**config.mk**
```make
export PLATFORM = sky130hd
export DESIGN_NAME = id_scanner
export DESIGN_NICKNAME = d
export VERILOG_FILES = /design/src/rtl/id_scanner_pkg.sv /design/src/rtl/id_scanner_char_class.sv /design/src/rtl/id_scanner.sv
export SDC_FILE = /design/constraint.sdc
export NUM_CORES = 1
export LEC_CHECK = 0
export BUFFER_PORTS_ARGS = -buffer_cell sky130_fd_sc_hd__buf_2
export CORE_ASPECT_RATIO = 0.5
export CORE_UTILIZATION = 45
export DETAILED_ROUTE_END_ITERATION = 12
export PLACE_DENSITY = 0.71
export SYNTH_ARGS = -nofsm -noshare
export SYNTH_HDL_FRONTEND = slang
export SYNTH_HIERARCHICAL = 1
export SYNTH_SLANG_ARGS = --single-unit
```
**constraint.sdc**
```tcl
create_clock -name clk -period 2.02 [get_ports clk]
set_input_delay 0.101 -clock clk [delete_from_list [all_inputs] [get_ports clk]]
set_output_delay 0.101 -clock clk [all_outputs]
set_load 0.02 [all_outputs]
```
**src/rtl/id_scanner_pkg.sv**
```systemverilog
// Shared types and character constants for the identifier scanner.
package id_scanner_pkg;

    typedef enum logic [1:0] {
        IDLE  = 2'd0,
        ALPHA = 2'd1,
        DIGIT = 2'd2
    } state_e;

    typedef enum logic [1:0] {
        C_LETTER = 2'd0,
        C_DIGIT  = 2'd1,
        C_OTHER  = 2'd2
    } char_class_e;

    localparam logic [7:0] CH_A_UP = 8'd65;
    localparam logic [7:0] CH_Z_UP = 8'd90;
    localparam logic [7:0] CH_A_LO = 8'd97;
    localparam logic [7:0] CH_Z_LO = 8'd122;
    localparam logic [7:0] CH_0    = 8'd48;
    localparam logic [7:0] CH_9    = 8'd57;
    localparam logic [7:0] CH_US   = 8'd95;

    function automatic logic in_range(input logic [7:0] c, input logic [7:0] lo,
                                      input logic [7:0] hi);
        return (c >= lo) && (c <= hi);
    endfunction

endpackage

```
**src/rtl/id_scanner_char_class.sv**
```systemverilog
// Combinational character classifier: letter / digit / other.
module char_class
    import id_scanner_pkg::*;
#(
    parameter int unsigned CHAR_W = 8
) (
    input  logic [CHAR_W-1:0] char_in,
    input  logic              allow_us,
    output char_class_e       cls_c
);

    logic [7:0] low_c;
    logic       upper_set_c;

    always_comb begin
        low_c       = char_in[7:0];
        // Anything outside the 8-bit range is never part of an identifier.
        upper_set_c = |(char_in >> 8);
        cls_c       = C_OTHER;
        if (!upper_set_c) begin
            if (in_range(low_c, CH_A_UP, CH_Z_UP) || in_range(low_c, CH_A_LO, CH_Z_LO) ||
                (allow_us && (low_c == CH_US))) begin
                cls_c = C_LETTER;
            end else if (in_range(low_c, CH_0, CH_9)) begin
                cls_c = C_DIGIT;
            end
        end
    end

endmodule

```
**src/rtl/id_scanner.sv**
```systemverilog
// Streaming recognizer for letters+ digits{MIN_DIGITS,} tokens with run/digit
// counters, a token-complete pulse and a running token count.
module id_scanner
    import id_scanner_pkg::*;
#(
    parameter int unsigned CHAR_W     = 8,
    parameter int unsigned LEN_W      = 8,
    parameter int unsigned CNT_W      = 16,
    parameter int unsigned MIN_DIGITS = 1
) (
    input  logic              clk,
    input  logic              reset,
    input  logic              valid,
    input  logic [CHAR_W-1:0] char_in,
    input  logic              allow_us,
    output logic              out,
    output logic [LEN_W-1:0]  len,
    output logic [LEN_W-1:0]  digit_cnt,
    output logic              token_done,
    output logic [CNT_W-1:0]  match_cnt
);

    localparam logic [LEN_W-1:0] LEN_MAX = '1;
    localparam logic [LEN_W-1:0] MIN_D   = LEN_W'(MIN_DIGITS);

    char_class_e      cls_c;
    state_e           state_q, state_d;
    logic [LEN_W-1:0] len_q, len_d;
    logic [LEN_W-1:0] digit_cnt_q, digit_cnt_d;
    logic             out_q, out_d;
    logic             token_done_q, token_done_d;
    logic [CNT_W-1:0] match_cnt_q, match_cnt_d;
    logic             terminate_c;

    function automatic logic [LEN_W-1:0] sat_inc(input logic [LEN_W-1:0] v);
        return (v == LEN_MAX) ? v : v + LEN_W'(1);
    endfunction

    char_class #(.CHAR_W(CHAR_W)) u_char_class (
        .char_in  (char_in),
        .allow_us (allow_us),
        .cls_c    (cls_c)
    );

    always_ff @(posedge clk) begin
        if (reset) begin
            state_q      <= IDLE;
            len_q        <= '0;
            digit_cnt_q  <= '0;
            out_q        <= 1'b0;
            token_done_q <= 1'b0;
            match_cnt_q  <= '0;
        end else begin
            state_q      <= state_d;
            len_q        <= len_d;
            digit_cnt_q  <= digit_cnt_d;
            out_q        <= out_d;
            token_done_q <= token_done_d;
            match_cnt_q  <= match_cnt_d;
        end
    end

    always_comb begin
        state_d      = state_q;
        len_d        = len_q;
        digit_cnt_d  = digit_cnt_q;
        out_d        = out_q;
        token_done_d = 1'b0;
        match_cnt_d  = match_cnt_q;
        terminate_c  = 1'b0;

        if (valid) begin
            case (state_q)
                IDLE: begin
                    len_d       = '0;
                    digit_cnt_d = '0;
                    if (cls_c == C_LETTER) begin
                        state_d = ALPHA;
                        len_d   = LEN_W'(1);
                    end
                end
                ALPHA: begin
                    if (cls_c == C_LETTER) begin
                        len_d = sat_inc(len_q);
                    end else if (cls_c == C_DIGIT) begin
                        state_d     = DIGIT;
                        len_d       = sat_inc(len_q);
                        digit_cnt_d = LEN_W'(1);
                    end else begin
                        state_d     = IDLE;
                        len_d       = '0;
                        digit_cnt_d = '0;
                    end
                end
                DIGIT: begin
                    if (cls_c == C_DIGIT) begin
                        len_d       = sat_inc(len_q);
                        digit_cnt_d = sat_inc(digit_cnt_q);
                    end else begin
                        // A letter both closes the token and opens a fresh run.
                        terminate_c = (digit_cnt_q >= MIN_D);
                        state_d     = (cls_c == C_LETTER) ? ALPHA : IDLE;
                        len_d       = (cls_c == C_LETTER) ? LEN_W'(1) : '0;
                        digit_cnt_d = '0;
                    end
                end
                default: begin
                    state_d     = IDLE;
                    len_d       = '0;
                    digit_cnt_d = '0;
                end
            endcase

            if (terminate_c) begin
                token_done_d = 1'b1;
                match_cnt_d  = match_cnt_q + CNT_W'(1);
            end
            out_d = (state_d == DIGIT) && (digit_cnt_d >= MIN_D);
        end
    end

    assign out        = out_q;
    assign len        = len_q;
    assign digit_cnt  = digit_cnt_q;
    assign token_done = token_done_q;
    assign match_cnt  = match_cnt_q;

endmodule

```
==> results of run 1 <==
[worst max path at each step]
stage / from / to / slack [ns] / depth (start not counted)
2_1_floorplan: char_in[1] / out / 0.007 / 9
3_3_place_gp: char_in[3] / match_cnt[9] / -0.18 / 11
3_5_place_dp: char_in[3] / match_cnt[9] / -0.30 / 11
4_1_cts: char_in[3] / match_cnt[9] / 0.01 / 11
5_1_grt: state_q[1] / out / -0.20 / 8
6_report: state_q[1] / out / -0.08 / 9
[timing repair]
| action | 4_1_cts | 5_1_grt |
|---|---|---|
| hold buffers | 0 | 0 |
| hold endpoints to repair | 0 | 0 |
| pin swaps | 1 | 13 |
| resized for setup | 4 | 27 |
| setup endpoints to repair | 4 | 19 |
| setup buffers | 1 | 4 |
[placed cells by master (no fill, tap or decap), types with 5 or more instances in the layout]
master    count
ha_1          5
o211ai_1      5
nor3_1        5
nand2_1      23
nand4_1       7
buf_2        43
buf_4        39
a211oi_1      6
inv_1         7
nor2b_1       6
clkbuf_8      6
nand2b_1      6
xor2_1       12
o21ai_0      15
nand3_1      10
nor2_1       26
a21oi_1      14
dfxtp_1      32
[synth_stat cells, types with 3 or more instances]
cell type   n  area (um2)
inv_1      10        37.5
o21ai_0    17        85.1
nand2b_1    6        37.5
nor3b_1     3        22.5
clkbuf_1    9        33.8
xnor2_1     3        26.3
nor3_1      6        30.0
nor2_1     26        97.6
ha_1        9         113
buf_2       4        20.0
a211oi_1    6        45.0
and2_1      3        18.8
nand4_1     7        43.8
o211ai_1    5        37.5
and4_2      3        30.0
dfxtp_1    36         721
a311oi_1    3        26.3
nor2b_1     6        37.5
a41oi_1     4        35.0
nand3_1    10        50.1
xor2_1     12         105
nand2_1    23        86.3
a21oi_1    14        70.1
[cell families after synthesis]
| family | after synthesis | synth area share, % |
|---|---|---|
| AOI/OAI and AO/OA | 68 | 21.1 |
| xor gates and xnor gates | 15 | 6.00 |
| adders and majority gates | 9 | 5.14 |
| buffers and inverters | 26 | 5.09 |
| DFF | 36 | 32.9 |
| muxes | 1 | 0.457 |
| and+or+nand+nor | 115 | 29.3 |
[critical path, cell delays in order (launching register included)]
cell     delay [ns]
dfxtp_4        0.38
inv_1          0.06
ha_1           0.18
buf_4          0.16
or3b_2         0.23
o31ai_1        0.08
a32oi_1        0.24
o21ai_1        0.11
o41ai_1        0.32
a41oi_1        0.19
[area by class of cell]
type | instances | area [um2] | area share [%]
Tap cell | 66 | 82.6 | 2.79
Clock buffer | 8 | 90.1 | 3.04
Inverter | 10 | 40.0 | 1.35
Sequential cell | 36 | 733 | 24.7
Timing Repair Buffer | 86 | 566 | 19.1
Multi-Input combinational cell | 208 | 1450 | 49.0
[state kept, by name, indices dropped and copies added, names as in the netlist]
register	cells
digit_cnt	8
state_q	2
len	8
out	1
match_cnt	16
token_done	1
[routing by layer]
layer	up-vias	track usage (%)	part of all wire, %
met3	9	3.97	5.7
met1	1131	29.9	45
met2	87	43.6	48
li1	1138	-	-
met4	0	7.97	0.94
met5	-	0	0
[through the flow]
step / cells / hold WS, ns / setup slack (ns) / power [mW] / util, %
after floorplan: 270 / 0.392 / 0.00674 / 0.813 / -
after global placement: 402 / 0.336 / -0.177 / 0.866 / 60.3
after detailed placement: 402 / 0.344 / -0.302 / 0.870 / 60.3
after CTS: 411 / 0.0349 / 0.0130 / 1.40 / 62.6
after global routing: 414 / 0.0541 / -0.200 / 1.46 / 65.4
final: 414 / 0.0371 / -0.0769 / 1.40 / 65.4
[power groups by stage]
stage          combinational (mW)  sequential, mW  clock (mW)
3_5_place_dp                0.137           0.733           0
2_1_floorplan              0.0772           0.736           0
6_report                    0.156           0.717       0.527
4_1_cts                     0.140           0.717       0.539
5_1_grt                     0.169           0.718       0.568
3_3_place_gp                0.133           0.733           0
==> summary.md, run 1 <==
| Metric | Value |
|---|---|
| Launch point of the worst reg-to-reg path | state_q[1] |
| Die H | 51.3 um |
| Final Cycle Share | 104% |
| Reg2reg end | out |
| Worst Path Class, Setup | reg -> reg |
| Hold Crit Depth | 2 |
| Sequential fraction of the synthesis area | approximately 33% |
| Vias in the first global route | around 2200 |
| RSZ-0062 raised after global routing | yes |
| Synth Warn # | 6 |
| Fill cells | 398 |
| Final HPWL DP | ~4300 um |
| Hold endpoint | digit_cnt[6] |
| Outcome | complete, but fails checks |
| Unique masters post-synth | 58 |
| Clock power frac | between 30 and 40% |
| Port bufs | 45 |
| CP required | 2.16 ns |
| Layout cells sized above 1 | a little over a third |
| Final instance area | around 3000 um2 |
| Root Buffer | clkbuf_8 |
| Number of enable flip-flop cells after synthesis | 0 |
| Leakage power total | about 1.2 nW |
| Fraction of registers with async set/reset | 0% |
| #FFs+latches synth | 36 |
| Final Skew | just over 0.007 ns |
| Logic pwr share | approximately 11% |
| DRC viols | 0 |
| Syn Nets | roughly 290 |
| Global-route wire length before repair | 9750 um |
| Worst reg-to-reg setup slack | -0.08 ns |
| Number of max-cap violations | 0 |
| Critical path startpoint category | flop |
| CTS tree | done |
| Pint | ~1.1 mW |
| CP Max Fanout | 6 |
| Post-synth top flop | dfxtp_1 |
| Core Box Area | 4530 um2 |
| Worst Setup Slack, final | -0.0769 ns |
| Mapped cell area | 2190 um2 |
| Failing checks | negative setup slack |
| Syn avg cell area | 8.11 um2 |
| Starting Density | roughly half |
| Gate count of the mapped netlist | 270 |
| Routed len/inst | roughly 15 um |
| Area growth syn-to-layout | 35.4% |
| H-tree levels | 2 |
| Time the worst path needs with I/O delays and setup | ~2.1 ns |
| First DRT Iteration DRCs | around 100 |
| GR Overflow Total | 0 |
| NetSw | approximately 340 uW |
| Initial DRT Pass Iterations | 5 |
| I/O Pins | between 40 and 50 |
| # rows | 17 |
| Slew headroom | roughly three quarters |
| Antenna violations before repair | 0 |
| R2R depth | 9 |
| GRT Util Overall | about a quarter |
| Die width | between 100 and 150 um |
| Least-Margin Pin Slew | around 0.35 ns |
| Antenna Cells | 0 |
| Max IR drop VDD | around 280 uV |
| Fin nets | ~370 |
| Switch share | approximately 24% |
| Inserted Clock Buffers | 5 |
| Max Fclk | roughly 480 MHz |
| Crit end category | flop |
| Final hold vios | 0 |
| Max-slew violation count | 0 |
| Final wirelength | around 6000 um |
| Post-route setup TNS | -0.0769 ns |
| Worst Hold Class | in -> reg |
| Worst-skew pair later-pin latency | roughly 0.29 ns |
| Die area | about 5200 um2 |
| Sequential share of power | roughly 50% |
| Largest net degree at the start of global routing | 31 |
| Area post-placement | around 2700 um2 |
| Reg clk slew, reported paths | around 0.070 ns |
| Worst hold start | reset |
| Avg Vias per Cell | approximately 5.7 |
| GP Congestion | 0.885 |
| Post-route ant nets | 0 |
| DR vias | 2365 |
| Clock Sinks | 36 |
| Clock Tree Buf Depth | 2 |
| CP arrival | 2.24 ns |
| PwrDens | between 400 and 500 nW/um2 |
| Final setup fails | 1 |
No activity file was read; power rests on OpenSTA's default activity.
==> inputs of run 2 (changes only) <==
--- a/config.mk
+++ b/config.mk
@@ -12,2 +12,3 @@
 export PLACE_DENSITY = 0.71
+export REMOVE_ABC_BUFFERS = 1
 export SYNTH_ARGS = -nofsm -noshare
==> constraint.sdc (replaced) <==
create_clock -name clk -period 2.02 [get_ports clk]
set_input_delay 0.404 -clock clk [delete_from_list [all_inputs] [get_ports clk]]
set_output_delay 0.404 -clock clk [all_outputs]
set_load 0.02 [all_outputs]
==> summary.md, run 2 (synthesis gave the netlist of run 1 again) <==
| Metric | Value |
|---|---|
| Final wirelength | roughly 6300 um |
| CP required | approximately 2.2 ns |
| Reg2reg end | match_cnt[13] |
| Port bufs | 45 |
| Max Fclk | about 470 MHz |
| Post-route ant nets | 0 |
| Root Buffer | clkbuf_8 |
| Most frequent cells in the layout | buf_4 (52), buf_2 (43), dfxtp_1 (35) |
| Inserted Clock Buffers | 5 |
| Hold buffer count at CTS | 0 |
| Commonest non-fill, non-tap cell in the layout | buf_4 |
| Area growth syn-to-layout | 46.5% |
| Clock Sinks | 36 |
| Outcome | complete, but fails checks |
| Critical path startpoint category | primary input |
| Leakage power total | between 1 and 1.5 nW |
| GR peak layer | met2 |
| H-tree levels | 2 |
| Antenna violations before repair | 0 |
| R2R depth | 10 |
| Worst Path Class, Setup | in -> reg |
| I/O Pins | 46 |
| Critical Path End | out |
| Routed len/inst | approximately 15 um |
| Die width | 101 um |
| First DRT Iteration DRCs | approximately 130 |
| Number of max-cap violations | 0 |
| Failing checks | negative setup slack |
| Fin nets | roughly 390 |
| Avg Vias per Cell | 5.50 |
| GRT Util Overall | between 20% and 30% |
| Clock Tree Buf Depth | 2 |
| CP Max Fanout | 7 |
| GR Util met2 | between 40% and 50% |
| Worst Hold Class | in -> reg |
| M1 GR Usage | between 30% and 40% |
| Post-route setup TNS | -0.587 ns |
| Largest register FFs | 16 |
| DR vias | 2375 |
| Starting Density | about half |
| Least-Margin Pin Slew | between 0.3 and 0.4 ns |
| Core Box Area | 4530 um2 |
| Global-route wire length before repair | roughly 10000 um |
| Crit end category | flop |
| Reg clk slew, reported paths | ~0.070 ns |
| Max IR drop VDD | 211 uV |
| Worst Setup Slack, final | -0.111 ns |
| Final setup fails | 11 |
| Worst-skew pair later-pin latency | 0.29 ns |
| Final Util | between 70% and 80% |
| Die H | just over 50 um |
| Launch point of the worst reg-to-reg path | digit_cnt[1] |
| CP arrival | approximately 2.3 ns |
| Final Cycle Share | 106% |
| RSZ-0062 raised after global routing | yes |
| Place WS | -0.542 ns |
| Time the worst path needs with I/O delays and setup | approximately 2.1 ns |
| PwrDens | ~450 nW/um2 |
| Beginning of the critical path | char_in[4] |
| Layout cells sized above 1 | between 40% and 50% |
| Met3 Resource Use GR | 5.20% |
| Vias in the first global route | 2221 |
| GR Overflow Total | 0 |
| Max-slew violation count | 0 |
| Slew headroom | roughly 75% |
| DRC viols | 0 |
| Final HPWL DP | approximately 4500 um |
| Final Skew | around 0.0027 ns |
| Worst reg-to-reg setup slack | -0.05 ns |
| Initial DRT Pass Iterations | 4 |
| Final hold vios | 0 |
| PnR Total Power | between 1 and 1.5 mW |
| GP Congestion | 0.879 |
| CTS tree | done |
| # rows | 17 |
| Antenna Cells | 0 |
| Final hold slack | 0.438 ns |
| Die area | between 5000 and 6000 um2 |
| Largest net degree at the start of global routing | 28 |
## run 2: cell types whose count changed in the layout (fill, tap and decap cells not counted), moves of 4 or more
cell     previous run  this run
o21ai_1             3         8
buf_6               2         6
o21ai_0            15         8
buf_4              39        52
## run 2: worst min path at each step
stage                               end          start  cells past startpoint  slack (ns)
after floorplan            digit_cnt[2]          reset                      1        0.47
after global placement    match_cnt[15]  match_cnt[15]                      2        0.49
after detailed placement  match_cnt[15]  match_cnt[15]                      2        0.48
after CTS                        len[3]          reset                      2        0.42
after global routing             len[7]          reset                      2        0.44
final                      match_cnt[2]          reset                      2        0.44
## run 2: report_power, final
| group | switching (mW) | internal (mW) |
|---|---|---|
| clock | 0.248 | 0.278 |
| combinational | 0.0937 | 0.0893 |
| sequential | 0.00451 | 0.714 |
## run 2: worst max-delay path, stage by stage
cell and delay [ns]:
buf_8 0.10, nor4_4 0.28, a311oi_2 0.06, nor3_2 0.17, buf_4 0.18, and3b_2 0.27
o21ai_2 0.07, nand2_1 0.07, a22o_1 0.23, o41ai_2 0.31, a41oi_1 0.15
## run 2: stage by stage
step,instances,instance area (um2)
detailed placement,413,2800
floorplan,254,2120
global placement,413,2800
finish,432,3210
CTS,429,3080
global route,432,3210
## run 2: repair_timing
| item | 4_1_cts | 5_1_grt |
|---|---|---|
| buffers inserted | 8 | 4 |
| endpoints found under the setup margin | 19 | 32 |
| resized for setup | 37 | 30 |
| pin swaps | 20 | 25 |
## run 2: final cells by class
cell class / instances / area (um2)
multi-input combinational: 208 / 1550
fill: 360 / 1320
timing repair buffer: 104 / 723
sequential: 36 / 722
clock buffer: 8 / 90.1
tap: 66 / 82.6
inverter: 10 / 40.0
## run 2: layer usage
layer / vias up / routed length (um)
li1: 1173 / -
met2: 84 / 2840
met1: 1114 / 2940
met3: 4 / 484
met4: 0 / 47
met5: - / 0
==> inputs of run 3 (changes only) <==
CAP_MARGIN = 20   (was not set)
SYNTH_HIERARCHICAL = not set   (was 1)
==> summary.md, run 3 <==
| Metric | Value |
|---|---|
| Layout cells sized above 1 | 35.5% |
| Post-route ant nets | 0 |
| Antenna violations before repair | 0 |
| Worst Setup Slack, final | -0.00520 ns |
| Most common cell in the netlist | dfxtp_1 |
| Max Fclk | ~500 MHz |
| Yosys top cell by area | dfxtp_1 |
| Final Cycle Share | 100% |
| Mapped cell area | approximately 2200 um2 |
| DRC viols | 0 |
| Starting Density | 48.5% |
| Area growth syn-to-layout | 35.3% |
| GP Congestion | roughly 0.92 |
| Final hold slack | approximately 0.51 ns |
| Outcome | complete, but fails checks |
| Clock power frac | around two fifths |
| DR vias | roughly 2400 |
| Inserted Clock Buffers | 5 |
| # placed instances | between 400 and 500 |
| Sequential fraction of the synthesis area | around a third |
| Fin nets | 372 |
| Sequential Area | roughly 720 um2 |
| Post-synth top flop | dfxtp_1 |
| PnR Total Power | 1.42 mW |
| Largest register FFs | 16 |
| First DRT Iteration DRCs | 85 |
| #FFs+latches synth | 36 |
| NetSw | between 300 and 400 uW |
| Root Buffer | clkbuf_8 |
| Synth Warn # | 0 |
| Area post-placement | between 2000 and 3000 um2 |
| CP arrival | roughly 2.3 ns |
| Syn avg cell area | around 8.4 um2 |
| Worst-skew pair later-pin latency | 0.30 ns |
| Logic pwr share | 10.0% |
| Avg Vias per Cell | ~5.7 |
| Vias in the first global route | 2164 |
| Port bufs | 45 |
| Hold buffer count at CTS | 0 |
| RSZ-0062 raised after global routing | yes |
| Leakage power total | about 1.2 nW |
| Die H | about 52 um |
| Least-Margin Pin Slew | 0.475 ns |
| Critical path startpoint category | flop |
| Die width | about 100 um |
| Gate count of the mapped netlist | 265 |
| Failing checks | negative setup slack |
| Multi-input gate area | roughly 1500 um2 |
| Initial DRT Pass Iterations | 5 |
| Time the worst path needs with I/O delays and setup | approximately 2.0 ns |
| Clock Sinks | 36 |
| GR Overflow Total | 0 |
| H-tree levels | 2 |
| I/O Pins | 46 |
| Core Box Area | about 4600 um2 |
| Antenna Cells | 0 |
| Largest net degree at the start of global routing | 24 |
| Slew headroom | 68.4% |
| CTS tree | done |
| Fill cells | 403 |
| Worst Hold Class | reg -> reg |
| Sequential share of power | about 50% |
| CP required | approximately 2.3 ns |
| Max-slew violation count | 0 |
| Commonest non-fill, non-tap cell in the layout | buf_2 |
| PwrDens | between 400 and 500 nW/um2 |
| Most frequent cells in the layout | buf_2 (45), buf_4 (40), dfxtp_1 (34) |
| Routed len/inst | ~15 um |
| Number of enable flip-flop cells after synthesis | 0 |
| Largest cells by area after synthesis | dfxtp_1 (32%), ha_1 (5.1%), nand3_1 (4.7%) |
| Most frequent cells after synthesis | dfxtp_1 (36), nand2_1 (22), nor2_1 (22) |
| Switch share | 25.7% |
| GRT Util Overall | ~24% |
| Reg clk slew, reported paths | 0.08 ns |
| Pint | between 1 and 1.5 mW |
| Global-route wire length before repair | 9790 um |
| Final HPWL DP | ~4400 um |
| Final wirelength | about 6000 um |
| Post-synth top area share | 32.5% |
| Final setup fails | 1 |
| Final Skew | 0.00601 ns |
| Fin cells | approximately 420 |
| Clock Tree Buf Depth | 2 |
| Unique masters post-synth | 57 |
| Max IR drop VDD | about 250 uV |
| Die area | roughly 5200 um2 |
| CP Max Fanout | 8 |
| Number of max-cap violations | 0 |
| Worst Path Class, Setup | reg -> reg |
| Final instance area | roughly 3000 um2 |
| Fraction of registers with async set/reset | 0% |
| Worst reg-to-reg setup slack | -0.005 ns |
| # rows | 17 |
| Final hold vios | 0 |
| Crit end category | flop |
## run 3: cell types whose count changed after synthesis, moves of 5 or more
cell and change:
o21ai_0 -6, and3_1 +7, a31oi_1 +5, nor4_1 +5, nand3_1 +11
## run 3: repair_timing
action | 4_1_cts | 5_1_grt
resized for setup | 15 | 7
setup endpoints to repair | 13 | 14
pin swaps | 6 | 3
setup buffers | 1 | 2
## run 3: layout make-up
class                   instances  share of cell area [%]
inverters                      13                    1.71
repair buffers                 87                    18.5
clock buffers                   7                    2.88
well taps                      66                    2.75
flip-flops and latches         36                    24.1
multi-input cells             208                    49.8
clock inverters                 1                   0.250
## run 3: per-layer routing
layer | part of all wire, % | vias up | GRT usage (%) | routed length [um]
li1 | - | 1169 | - | -
met1 | 46 | 1120 | 30.3 | 2820
met2 | 47 | 79 | 42.4 | 2880
met3 | 4.7 | 12 | 3.90 | 290
met4 | 1.9 | 0 | 10.1 | 117
met5 | 0 | - | 0 | 0
## run 3: worst paths after layout
kind / from / end / cells past startpoint
worst max-delay path: digit_cnt[1] / match_cnt[8] / 8
worst min-delay path: match_cnt[10] / match_cnt[10] / 2
worst max register to register: digit_cnt[1] / match_cnt[8] / 8
worst min register to register: match_cnt[10] / match_cnt[10] / 2
## run 3: logic make-up after synthesis
family,after synthesis,share of synthesized area [%]
compound gates,67,22.7
xor+xnor,12,4.74
fa+ha+maj,9,5.08
buf+inv,21,3.95
flops,36,32.5
mux,4,1.80
simple gates,116,29.3
## run 3: per-stage QoR
step,util [%],setup slack [ns],TNS (ns)
floorplan,-,-0.176,-1.36
global placement,61.1,-0.150,-0.278
detailed placement,61.1,-0.149,-0.737
CTS,64.7,-0.0123,-0.0238
global route,65.6,-0.0810,-0.441
finish,65.6,-0.00520,-0.00520
## run 3: power groups by stage
stage	clock [mW]	sequential, mW	combinational, mW
finish	0.558	0.715	0.142
global route	0.598	0.716	0.153
CTS	0.569	0.715	0.136
detailed placement	0	0.731	0.129
global placement	0	0.731	0.125
floorplan	0	0.735	0.0566
## run 3: critical path, stage by stage (launching register included)
cell and delay (ns):
dfxtp_2 0.36, inv_4 0.05, ha_4 0.15, nor4b_4 0.12, a211o_1 0.39, nor3_2 0.19, nand3_2 0.18, or3_1 0.40
a21oi_2 0.12
